[config.mk]
export PLATFORM = sky130hd
export DESIGN_NAME = ifu_pipelined
export DESIGN_NICKNAME = d
export VERILOG_FILES = /design/src/rtl/ifu_pipelined_pkg.sv /design/src/rtl/ifu_sync_fifo.sv /design/src/rtl/ifu_pipelined.sv
export SDC_FILE = /design/constraint.sdc
export NUM_CORES = 1
export LEC_CHECK = 0
export BUFFER_PORTS_ARGS = -buffer_cell sky130_fd_sc_hd__buf_2
export CORE_ASPECT_RATIO = 0.9
export CORE_MARGIN = 1
export CORE_UTILIZATION = 25
export CTS_CLUSTER_SIZE = 12
export DETAILED_ROUTE_END_ITERATION = 8
export GPL_ROUTABILITY_DRIVEN = 0
export PLACE_DENSITY = 0.39
export SYNTH_ARGS = -nofsm -noshare
export SYNTH_HDL_FRONTEND = slang
export SYNTH_SLANG_ARGS = --single-unit
[constraint.sdc]
create_clock -name clk -period 24.8 [get_ports clk]
set_input_delay 1.24 -clock clk [delete_from_list [all_inputs] [get_ports clk]]
set_output_delay 1.24 -clock clk [all_outputs]
set_load 0.01 [all_outputs]
[src/rtl/ifu_pipelined_pkg.sv]
// Frontend fetch types shared by the pipelined IFU and its output FIFO.
// Global fetch geometry, per-request metadata and the slot/next-PC computation.
package ifu_pipelined_pkg;

    typedef struct packed {
        int unsigned plen;
        int unsigned vlen;
        int unsigned ilen;
        int unsigned instr_per_fetch;
    } cfg_t;

    localparam cfg_t EMPTY_CFG = '{plen: 32, vlen: 32, ilen: 32, instr_per_fetch: 4};

    localparam int PLEN            = int'(EMPTY_CFG.plen);
    localparam int VLEN            = int'(EMPTY_CFG.vlen);
    localparam int ILEN            = int'(EMPTY_CFG.ilen);
    localparam int INSTR_PER_FETCH = int'(EMPTY_CFG.instr_per_fetch);
    localparam int INSTR_BYTES     = ILEN / 8;
    localparam int FETCH_W         = INSTR_PER_FETCH * ILEN;
    localparam int SLOT_IDX_W      = INSTR_PER_FETCH > 1 ? $clog2(INSTR_PER_FETCH) : 1;

    typedef struct packed {
        logic [PLEN-1:0]       pc;
        logic                  pred_slot_valid;
        logic [SLOT_IDX_W-1:0] pred_slot_idx;
        logic [PLEN-1:0]       pred_target;
        logic                  stale;
    } fetch_meta_t;

    typedef struct packed {
        logic [PLEN-1:0]                 pc;
        logic [FETCH_W-1:0]              data;
        logic [INSTR_PER_FETCH-1:0]      slot_valid;
        logic [INSTR_PER_FETCH*PLEN-1:0] pred_npc;
    } fetch_group_t;

    // Slots after a predicted-taken slot are dead; the taken slot itself redirects.
    function automatic fetch_group_t build_group(input fetch_meta_t meta,
                                                 input logic [FETCH_W-1:0] data);
        fetch_group_t g;
        g.pc         = meta.pc;
        g.data       = data;
        g.slot_valid = '0;
        g.pred_npc   = '0;
        for (int i = 0; i < INSTR_PER_FETCH; i++) begin
            if (meta.pred_slot_valid && i > int'(meta.pred_slot_idx)) begin
                g.slot_valid[i]            = 1'b0;
                g.pred_npc[i*PLEN +: PLEN] = '0;
            end else if (meta.pred_slot_valid && i == int'(meta.pred_slot_idx)) begin
                g.slot_valid[i]            = 1'b1;
                g.pred_npc[i*PLEN +: PLEN] = meta.pred_target;
            end else begin
                g.slot_valid[i]            = 1'b1;
                g.pred_npc[i*PLEN +: PLEN] = meta.pc + PLEN'(INSTR_BYTES * (i + 1));
            end
        end
        return g;
    endfunction

endpackage

[src/rtl/ifu_sync_fifo.sv]
// Synchronous FIFO with a synchronous clear and an occupancy count.
// The head entry is presented combinationally; push-when-full is prevented upstream.
module ifu_sync_fifo #(
    parameter type T        = logic,
    parameter int  DEPTH    = 4,
    localparam int CNT_W    = $clog2(DEPTH + 1)
) (
    input  logic             clk,
    input  logic             rst,
    input  logic             clear,
    input  logic             push,
    input  T                 push_data,
    input  logic             pop,
    output T                 head,
    output logic             empty,
    output logic [CNT_W-1:0] count
);

    localparam int PTR_W = DEPTH > 1 ? $clog2(DEPTH) : 1;

    T                 mem [DEPTH];
    logic [PTR_W-1:0] wr_ptr;
    logic [PTR_W-1:0] rd_ptr;

    function automatic logic [PTR_W-1:0] ptr_inc(input logic [PTR_W-1:0] ptr);
        return (ptr == PTR_W'(DEPTH - 1)) ? '0 : ptr + 1'b1;
    endfunction

    // NOTE: storage has no reset; only pointers and count define what is valid.
    always_ff @(posedge clk) begin
        if (push) begin
            mem[wr_ptr] <= push_data;
        end
    end

    // NOTE: state uses non-blocking assignments so every register sees pre-edge values.
    always_ff @(posedge clk) begin
        if (rst || clear) begin
            wr_ptr <= '0;
            rd_ptr <= '0;
            count  <= '0;
        end else begin
            if (push) wr_ptr <= ptr_inc(wr_ptr);
            if (pop)  rd_ptr <= ptr_inc(rd_ptr);
            count <= count + CNT_W'(push) - CNT_W'(pop);
        end
    end

    assign head  = mem[rd_ptr];
    assign empty = (count == '0);

endmodule

[src/rtl/ifu_pipelined.sv]
// Pipelined instruction fetch unit: in-order, credit-limited ICache requests with
// stale-marking on backend redirect and a registered output FIFO to the IBuffer.
module ifu_pipelined
    import ifu_pipelined_pkg::*;
#(
    parameter cfg_t            Cfg             = EMPTY_CFG,
    parameter logic [PLEN-1:0] RESET_PC        = PLEN'('h8000_0000),
    parameter int              MAX_OUTSTANDING = 4,
    parameter int              OUT_DEPTH       = 4
) (
    input  logic                                         clk,
    input  logic                                         rst,
    output logic [Cfg.plen-1:0]                          ifu2bpu_pc_o,
    input  logic [Cfg.plen-1:0]                          bpu2ifu_predicted_pc_i,
    input  logic                                         bpu2ifu_pred_slot_valid_i,
    input  logic [SLOT_IDX_W-1:0]                        bpu2ifu_pred_slot_idx_i,
    input  logic [Cfg.plen-1:0]                          bpu2ifu_pred_target_i,
    output logic                                         icache_req_valid_o,
    input  logic                                         icache_req_ready_i,
    output logic [Cfg.vlen-1:0]                          icache_req_addr_o,
    input  logic                                         icache_rsp_valid_i,
    input  logic [Cfg.instr_per_fetch*Cfg.ilen-1:0]      icache_rsp_data_i,
    output logic                                         flush_icache_o,
    output logic                                         ibuf_valid_o,
    input  logic                                         ibuf_ready_i,
    output logic [Cfg.plen-1:0]                          ibuf_pc_o,
    output logic [Cfg.instr_per_fetch*Cfg.ilen-1:0]      ibuf_data_o,
    output logic [Cfg.instr_per_fetch-1:0]               ibuf_slot_valid_o,
    output logic [Cfg.instr_per_fetch*Cfg.plen-1:0]      ibuf_pred_npc_o,
    input  logic                                         flush_i,
    input  logic [Cfg.plen-1:0]                          redirect_pc_i
);

    localparam int PEND_PTR_W = MAX_OUTSTANDING > 1 ? $clog2(MAX_OUTSTANDING) : 1;
    localparam int PEND_CNT_W = $clog2(MAX_OUTSTANDING + 1);
    localparam int OUT_CNT_W  = $clog2(OUT_DEPTH + 1);

    logic [PLEN-1:0]       pc_reg;
    fetch_meta_t           pend_q [MAX_OUTSTANDING];
    logic [PEND_PTR_W-1:0] pend_wr_ptr;
    logic [PEND_PTR_W-1:0] pend_rd_ptr;
    logic [PEND_CNT_W-1:0] pend_cnt;
    logic [OUT_CNT_W-1:0]  out_cnt;
    logic                  out_empty;

    logic                  can_issue;
    logic                  req_fire;
    logic                  out_push;
    logic                  out_pop;
    fetch_meta_t           new_meta;
    fetch_meta_t           head_meta;
    fetch_group_t          rsp_group;
    fetch_group_t          head_group;

    function automatic logic [PEND_PTR_W-1:0] pend_inc(input logic [PEND_PTR_W-1:0] ptr);
        return (ptr == PEND_PTR_W'(MAX_OUTSTANDING - 1)) ? '0 : ptr + 1'b1;
    endfunction

    // NOTE: every always_comb output gets a default first so no latch is inferred.
    always_comb begin
        can_issue = (int'(pend_cnt) < MAX_OUTSTANDING) &&
                    (int'(pend_cnt) + int'(out_cnt) < OUT_DEPTH);
        new_meta                 = '0;
        new_meta.pc              = pc_reg;
        new_meta.pred_slot_valid = bpu2ifu_pred_slot_valid_i;
        new_meta.pred_slot_idx   = bpu2ifu_pred_slot_idx_i;
        new_meta.pred_target     = bpu2ifu_pred_target_i;
        head_meta = pend_q[pend_rd_ptr];
        rsp_group = build_group(head_meta, icache_rsp_data_i);
    end

    assign icache_req_valid_o = !rst && !flush_i && can_issue;
    assign req_fire           = icache_req_valid_o && icache_req_ready_i;
    // A response arriving with a flush belongs to the old path even if not yet marked.
    assign out_push           = icache_rsp_valid_i && !head_meta.stale && !flush_i;
    assign out_pop            = ibuf_valid_o && ibuf_ready_i && !flush_i;

    always_ff @(posedge clk) begin
        if (rst) begin
            pc_reg <= RESET_PC;
        end else if (flush_i) begin
            pc_reg <= redirect_pc_i;
        end else if (req_fire) begin
            pc_reg <= bpu2ifu_predicted_pc_i;
        end
    end

    // Stale entries keep their slot: ICache still owes one response per accepted request.
    always_ff @(posedge clk) begin
        if (rst) begin
            pend_wr_ptr <= '0;
            pend_rd_ptr <= '0;
            pend_cnt    <= '0;
            for (int i = 0; i < MAX_OUTSTANDING; i++) begin
                pend_q[i].stale <= 1'b0;
            end
        end else begin
            if (req_fire) begin
                pend_q[pend_wr_ptr] <= new_meta;
                pend_wr_ptr         <= pend_inc(pend_wr_ptr);
            end
            if (icache_rsp_valid_i) begin
                pend_rd_ptr <= pend_inc(pend_rd_ptr);
            end
            pend_cnt <= pend_cnt + PEND_CNT_W'(req_fire) - PEND_CNT_W'(icache_rsp_valid_i);
            if (flush_i) begin
                for (int i = 0; i < MAX_OUTSTANDING; i++) begin
                    pend_q[i].stale <= 1'b1;
                end
            end
        end
    end

    ifu_sync_fifo #(
        .T     (fetch_group_t),
        .DEPTH (OUT_DEPTH)
    ) u_out_fifo (
        .clk       (clk),
        .rst       (rst),
        .clear     (flush_i),
        .push      (out_push),
        .push_data (rsp_group),
        .pop       (out_pop),
        .head      (head_group),
        .empty     (out_empty),
        .count     (out_cnt)
    );

    assign ifu2bpu_pc_o      = pc_reg;
    assign icache_req_addr_o = pc_reg;
    assign flush_icache_o    = flush_i;
    assign ibuf_valid_o      = !out_empty;
    assign ibuf_pc_o         = head_group.pc;
    assign ibuf_data_o       = head_group.data;
    assign ibuf_slot_valid_o = head_group.slot_valid;
    assign ibuf_pred_npc_o   = head_group.pred_npc;

endmodule

==> results_dict.tcl, run 1 <==
set metrics [dict create \
    outcome "finished clean" \
    first_iter_violations 2560 \
    cts_buffer_depth 3 \
    grt_max_degree 125 \
    clockPowerShare_pct 42.5 \
    cts_tree "yes" \
    finalSetupViolCount 0 \
    gr-total-overflow 0 \
    synth_ff_type "edfxtp_1" \
    cts_root_buf "clkbuf_16" \
    seq_area_frac_synth_pct 75.76 \
    slew_violations 0 \
    area_delta_synth_final_pct 20.13 \
    hold_viol 0 \
    cts_buffers 169 \
    die_area_um2 234700 \
    grt_pass1_wl_mm 238.4 \
    required_ns 23.56 \
    maxCapViolCount 0 \
    grt_use_total_pct 14.54 \
    total_power_mw 5.832 \
    htreeDepth 4 \
    num-fill-cells 22581 \
    die_w_um 510.5 \
    fin_skew_ns 0.03805 \
    fp.coreArea_um2 230700 \
    synthDistinctLibCells 57 \
    post-route-min-period_ns 6.104 \
    switching_share_pct 23.76 \
    viasPerCell 4.422 \
    yosys.area.top_type "edfxtp_1" \
    p_comb_share_pct 8.2 \
    synthTopCellsByArea "edfxtp_1, mux4_2, dfxtp_1" \
    grt_pass1_vias 29616 \
    tns_ns 0 \
    rsz0062_at_grt "false" \
    multi_input_area_um2 13010 \
    arrival_ns 4.86 \
    seqPwrFrac_pct 49.4 \
    io_buffers 590 \
    crit_path_end_kind "output pin" \
    critPathMaxFanout 45 \
    via_count 29262 \
    holdCritPathClass "register to register" \
    hpwl_mm 117.0 \
    wl_per_cell_um 26.27 \
    initial_utilization_pct 25.22 \
    drive_gt1_share_pct 36.29 \
    fmax_mhz 163.8 \
    design_area_um2 69900 \
    synth_top_area_share_pct 73.90 \
    postCtsSetupBuffers 0 \
    peakVddDrop_v 0.00007166 \
    placed_area_um2 64370 \
    syn-cell-area_um2 58190 \
    holdBufCountCts 0 \
    die_h_um 459.7 \
    syn_inst 2807 \
    route.detailed.drc 0 \
    p_sw_mw 1.386 \
    power_density_nw_per_um2 83.44 \
    cts_resized 0 \
    path_clk_slew_ns 0.06 \
    relSlewSlack_pct 19.94 \
    rows 167 \
    post-route-period-util_pct 24.61 \
    cp-start-kind "register" \
    max_slew.worst_pin.slew_ns 1.188 \
    seqCellArea_um2 44100 \
    ios 592 \
    nNetsFinal 3683 \
    ys_ff_latch 1486 \
    async_reset_ff_share_pct 0 \
    yosysWarnings 0 \
    postRouteAntennaNets 0 \
    avgSynthCellArea_um2 20.73 \
    clk_latency_ns 0.81 \
    syn_nets 3063 \
    synth_edf_count 1432 \
    cts.sinks 1486 \
    dr.pass1.iters 5 \
    p_leak_nw 22.17 \
    routed_wl_mm 173.9 \
    crit_type "register to output pin" \
    power.internal_mw 4.446 \
    antenna_found_initial 58 \
]
## stage by stage
step                      setup slack (ns)  util, %  std cells  hold slack (ns)
after floorplan                      15.57        -       2807           0.4502
after global placement               18.79    27.90       6298           0.4751
after detailed placement             18.79    27.90       6298           0.4637
after CTS                            18.35    30.29       6608           0.4772
after global routing                 18.17    30.29       6610           0.5054
final                                18.70    30.30       6618           0.4743
## cells in the final DEF (no fill, tap or decap), types with 30 or more instances in the layout
cell and count:
edfxtp_1 1432, buf_2 590, mux4_2 352, clkbuf_16 173, nand2_1 155, o21ai_0 96, xnor2_1 57, xor2_1 55
a21oi_1 54, dfxtp_1 50, buf_4 49, nor2_1 43, nand3_1 41, mux2i_1 39, clkbuf_1 39, nor2b_1 34
o21ai_1 32, clkinv_1 30, clkinv_2 30
## metal layers
layer	share of wire [%]	GRT usage, %	wire (um)	vias to the layer above
met5	0.15	0	264	-
met4	1.7	3.119	3036	42
met3	7.4	4.091	12810	250
met2	44	21.83	76700	1024
met1	47	20.74	81070	15298
li1	-	-	-	12648
## state kept, by name, indices dropped and copies added, names as in the netlist, named ones only
register,count
u_out_fifo.mem,1164
pend_q,272
icache_req_addr_o,32
pend_cnt,3
u_out_fifo.count,3
pend_rd_ptr,2
pend_wr_ptr,2
u_out_fifo.rd_ptr,2
u_out_fifo.wr_ptr,2
## power groups by stage
| stage | Clock (mW) | Sequential [mW] | Combinational (mW) |
|---|---|---|---|
| floorplan | 0 | 2.93 | 0.256 |
| global placement | 0 | 2.93 | 0.488 |
| detailed placement | 0 | 2.93 | 0.489 |
| CTS | 2.56 | 2.88 | 0.490 |
| global route | 2.64 | 2.88 | 0.512 |
| finish | 2.48 | 2.88 | 0.477 |
## critical path: stages, from the launching register on
cell and delay (ns):
dfxtp_4 0.87, buf_4 0.61, buf_4 0.76, buf_4 0.86, mux4_2 0.65, buf_2 0.17
## cell usage after synthesis (all sizes together) (43+ instances only)
library cell  instances
a21oi                54
buf                 134
clkbuf               58
dfxtp                54
edfxtp             1432
mux4                358
nand2               156
nand3                43
nor2                 46
o21ai               128
xnor2                57
xor2                 55
## area by class of cell
| type | count | area share, % |
|---|---|---|
| Timing Repair Buffer | 641 | 4.808 |
| Multi-Input combinational cell | 1104 | 18.61 |
| Tap cell | 3042 | 5.445 |
| Antenna cell | 10 | 0.03580 |
| Clock inverter | 92 | 1.362 |
| Inverter | 25 | 0.1342 |
| Sequential cell | 1486 | 63.09 |
| Clock buffer | 218 | 6.521 |
## final timing paths
check | startpoint | end | slack, ns | depth (start not counted)
setup / recovery | register | ibuf_data_o[26] | 18.70 | 5
hold / removal | pend_q[3][0] | pend_q[3][0] | 0.47 | 2
setup reg to reg | register | u_out_fifo.mem[3][213] | 19.29 | 6
hold reg to reg | pend_q[3][0] | pend_q[3][0] | 0.47 | 2
## kinds of logic (layout without fill, tap and decap cells)
family | Yosys count | count (layout) | share of synthesized area, %
AOI/OAI and AO/OA | 199 | 199 | 1.882
xor gates and xnor gates | 112 | 112 | 1.686
adders and majority gates | 23 | 23 | 0.5204
buffers and inverters | 217 | 976 | 1.968
DFF | 1486 | 1486 | 75.76
muxes | 406 | 406 | 14.74
other | 1 | 11 | 0.006445
and+or+nand+nor | 363 | 363 | 3.436
Note: power is estimated with default switching activity, not from simulation.
==> run 2, diff against run 1 <==
Settings changed: PLACE_DENSITY 0.39 to 0.41.
Clock period 24.8 ns to 5.5 ns, I/O delays scaled along.
==> run 2 against run 1 <==
  * Routed wire length grew 2.1%
  * Combinational power grew to 4.9 times the previous value
  * Clock skew grew 0.015 ns
  * Clock power grew to 4.2 times the previous value
  * Critical endpoint is now u_out_fifo.mem[0][84]
  * Largest cell class unchanged
==> results_dict.tcl, run 2 (same netlist as run 1, synthesis figures left out) <==
set metrics [dict create \
    cts_root_buf "clkbuf_16" \
    fmax_mhz 250.2 \
    initial_utilization_pct 25.22 \
    grt_pass1_wl_mm 245.9 \
    hold_viol 0 \
    antenna_found_initial 31 \
    r2r-end "u_out_fifo.mem[0][84]" \
    arrival_ns 4.54 \
    finalSetupViolCount 0 \
    peakVddDrop_v 0.0002953 \
    holdCritPathClass "input port to register" \
    cts_buffers 163 \
    io_buffers 590 \
    total_power_mw 25.72 \
    ios 592 \
    die_h_um 459.7 \
    max_stage_delay_ns 0.80 \
    wl_met3_mm 12.23 \
    wl_met2_mm 80.29 \
    nNetsFinal 3933 \
    relSlewSlack_pct 7.682 \
    critPathMaxFanout 28 \
    clk_latency_ns 0.80 \
    cts_buffer_depth 3 \
    path_clk_slew_ns 0.06 \
    routed_wl_mm 177.5 \
    outcome "finished clean" \
    regMostFlops "u_out_fifo.mem" \
    max_slew.worst_pin.slew_ns 1.370 \
    postRouteAntennaNets 0 \
    cp_slowest_cell "and4_1" \
    power_density_nw_per_um2 355.9 \
    viasPerCell 4.440 \
    path_buf_inv 0 \
    maxCapViolCount 0 \
    cts.sinks 1486 \
    final_common_cell "edfxtp_1" \
    first_iter_violations 2603 \
    crit_type "register to register" \
    grt_use_total_pct 14.89 \
    post-route-period-util_pct 72.66 \
    p_leak_nw 23.13 \
    largest_reg_flops 1164 \
    holdPathEnd "u_out_fifo.mem[2][131]" \
    htreeDepth 4 \
    fp.coreArea_um2 230700 \
    slew_violations 0 \
    hold_start "icache_rsp_data_i[0]" \
    layout_setup_ws_ns 1.504 \
    cts_resized 0 \
    die_area_um2 234700 \
    rsz0062_at_grt "false" \
    tns_ns 0 \
    rows 167 \
    dr.pass1.iters 7 \
    crit_path_end_kind "register" \
    reg2reg_depth 8 \
    routed.top_layer "met5" \
    via_count 30484 \
    fin_skew_ns 0.05350 \
    cpLargestDelayFamily "simple AND/OR/NAND/NOR gates" \
    cp-start-kind "register" \
    grt_pass1_vias 30893 \
    layout_common_cells "edfxtp_1, buf_2, mux4_2" \
    area_delta_synth_final_pct 24.22 \
    required_ns 6.04 \
    cts_tree "yes" \
    gr-total-overflow 0 \
    die_w_um 510.5 \
    route.detailed.drc 0 \
    r2r_slack_ns 1.50 \
    hold_depth 2 \
    grt_max_degree 104 \
    holdWs_ns 0.2194 \
    hpwl_mm 121.2 \
    drive_gt1_share_pct 33.86 \
    crit_chain "mux4_2 > ha_1 > nand2_1 > o22ai_1 > and4_1 > nand4b_1 > xor2_1 > a21oi_1" \
    post-route-min-period_ns 3.996 \
    wl_per_cell_um 25.86 \
    drt-met1-wl_mm 81.85 \
    dp_slack_ns 1.467 \
]
run 2: timing repair:
item | 4_1_cts | 5_1_grt
hold buffers | 232 | 0
setup buffers | 0 | 0
endpoints found under the hold margin | 699 | 0
run 2: through the flow:
stage / instances / utilization (%) / cell area [um^2]
after global placement: 6322 / 28.11 / 64850
after detailed placement: 6322 / 28.11 / 64850
after floorplan: 2807 / - / 58190
final: 6865 / 31.33 / 72280
after CTS: 6849 / 31.32 / 72240
after global routing: 6858 / 31.33 / 72260
run 2: worst register-to-register path, delay by kind of cell, from the launching register on:
| kind | cells | cell delay [ns] |
|---|---|---|
| AND/OR/NAND/NOR | 3 | 1.12 |
| AO/OA/AOI/OAI | 2 | 0.80 |
| flip-flops | 1 | 0.69 |
| multiplexers | 1 | 0.57 |
| adder cells (fa/ha/maj) | 1 | 0.38 |
| XOR/XNOR | 1 | 0.18 |
run 2: report_power, final:
group	internal (mW)	leakage, nW	total, mW	switching [mW]
clock	5.83	2.45	10.4	4.55
sequential	12.9	13.5	13.0	0.123
combinational	0.812	7.22	2.36	1.55
total	19.5	23.1	25.7	6.23
run 2: routing by layer:
metal  track usage [%]  vias up
li1                  -    13162
met1             21.13    16063
met2             22.78     1031
met3             3.783      210
met4             3.259       18
met5                 0        -
run 2: how the worst max path moves through the flow:
stage	depth (start not counted)	slack [ns]	end
2_1_floorplan	7	-0.49	u_out_fifo.mem[3][0]
5_1_grt	8	1.17	u_out_fifo.mem[1][28]
6_report	8	1.50	u_out_fifo.mem[0][84]
3_5_place_dp	8	1.47	u_out_fifo.mem[3][28]
4_1_cts	8	1.46	u_out_fifo.mem[1][28]
3_3_place_gp	8	1.47	u_out_fifo.mem[0][28]
run 2: cell type report:
class | instances | area, um^2
fill | 22446 | 158400
sequential | 1486 | 44100
multi-input combinational | 1104 | 13000
timing repair buffer | 897 | 6176
clock buffer | 216 | 4339
tap | 3042 | 3806
clock inverter | 79 | 723.2
inverter | 25 | 93.84
antenna | 16 | 40.04
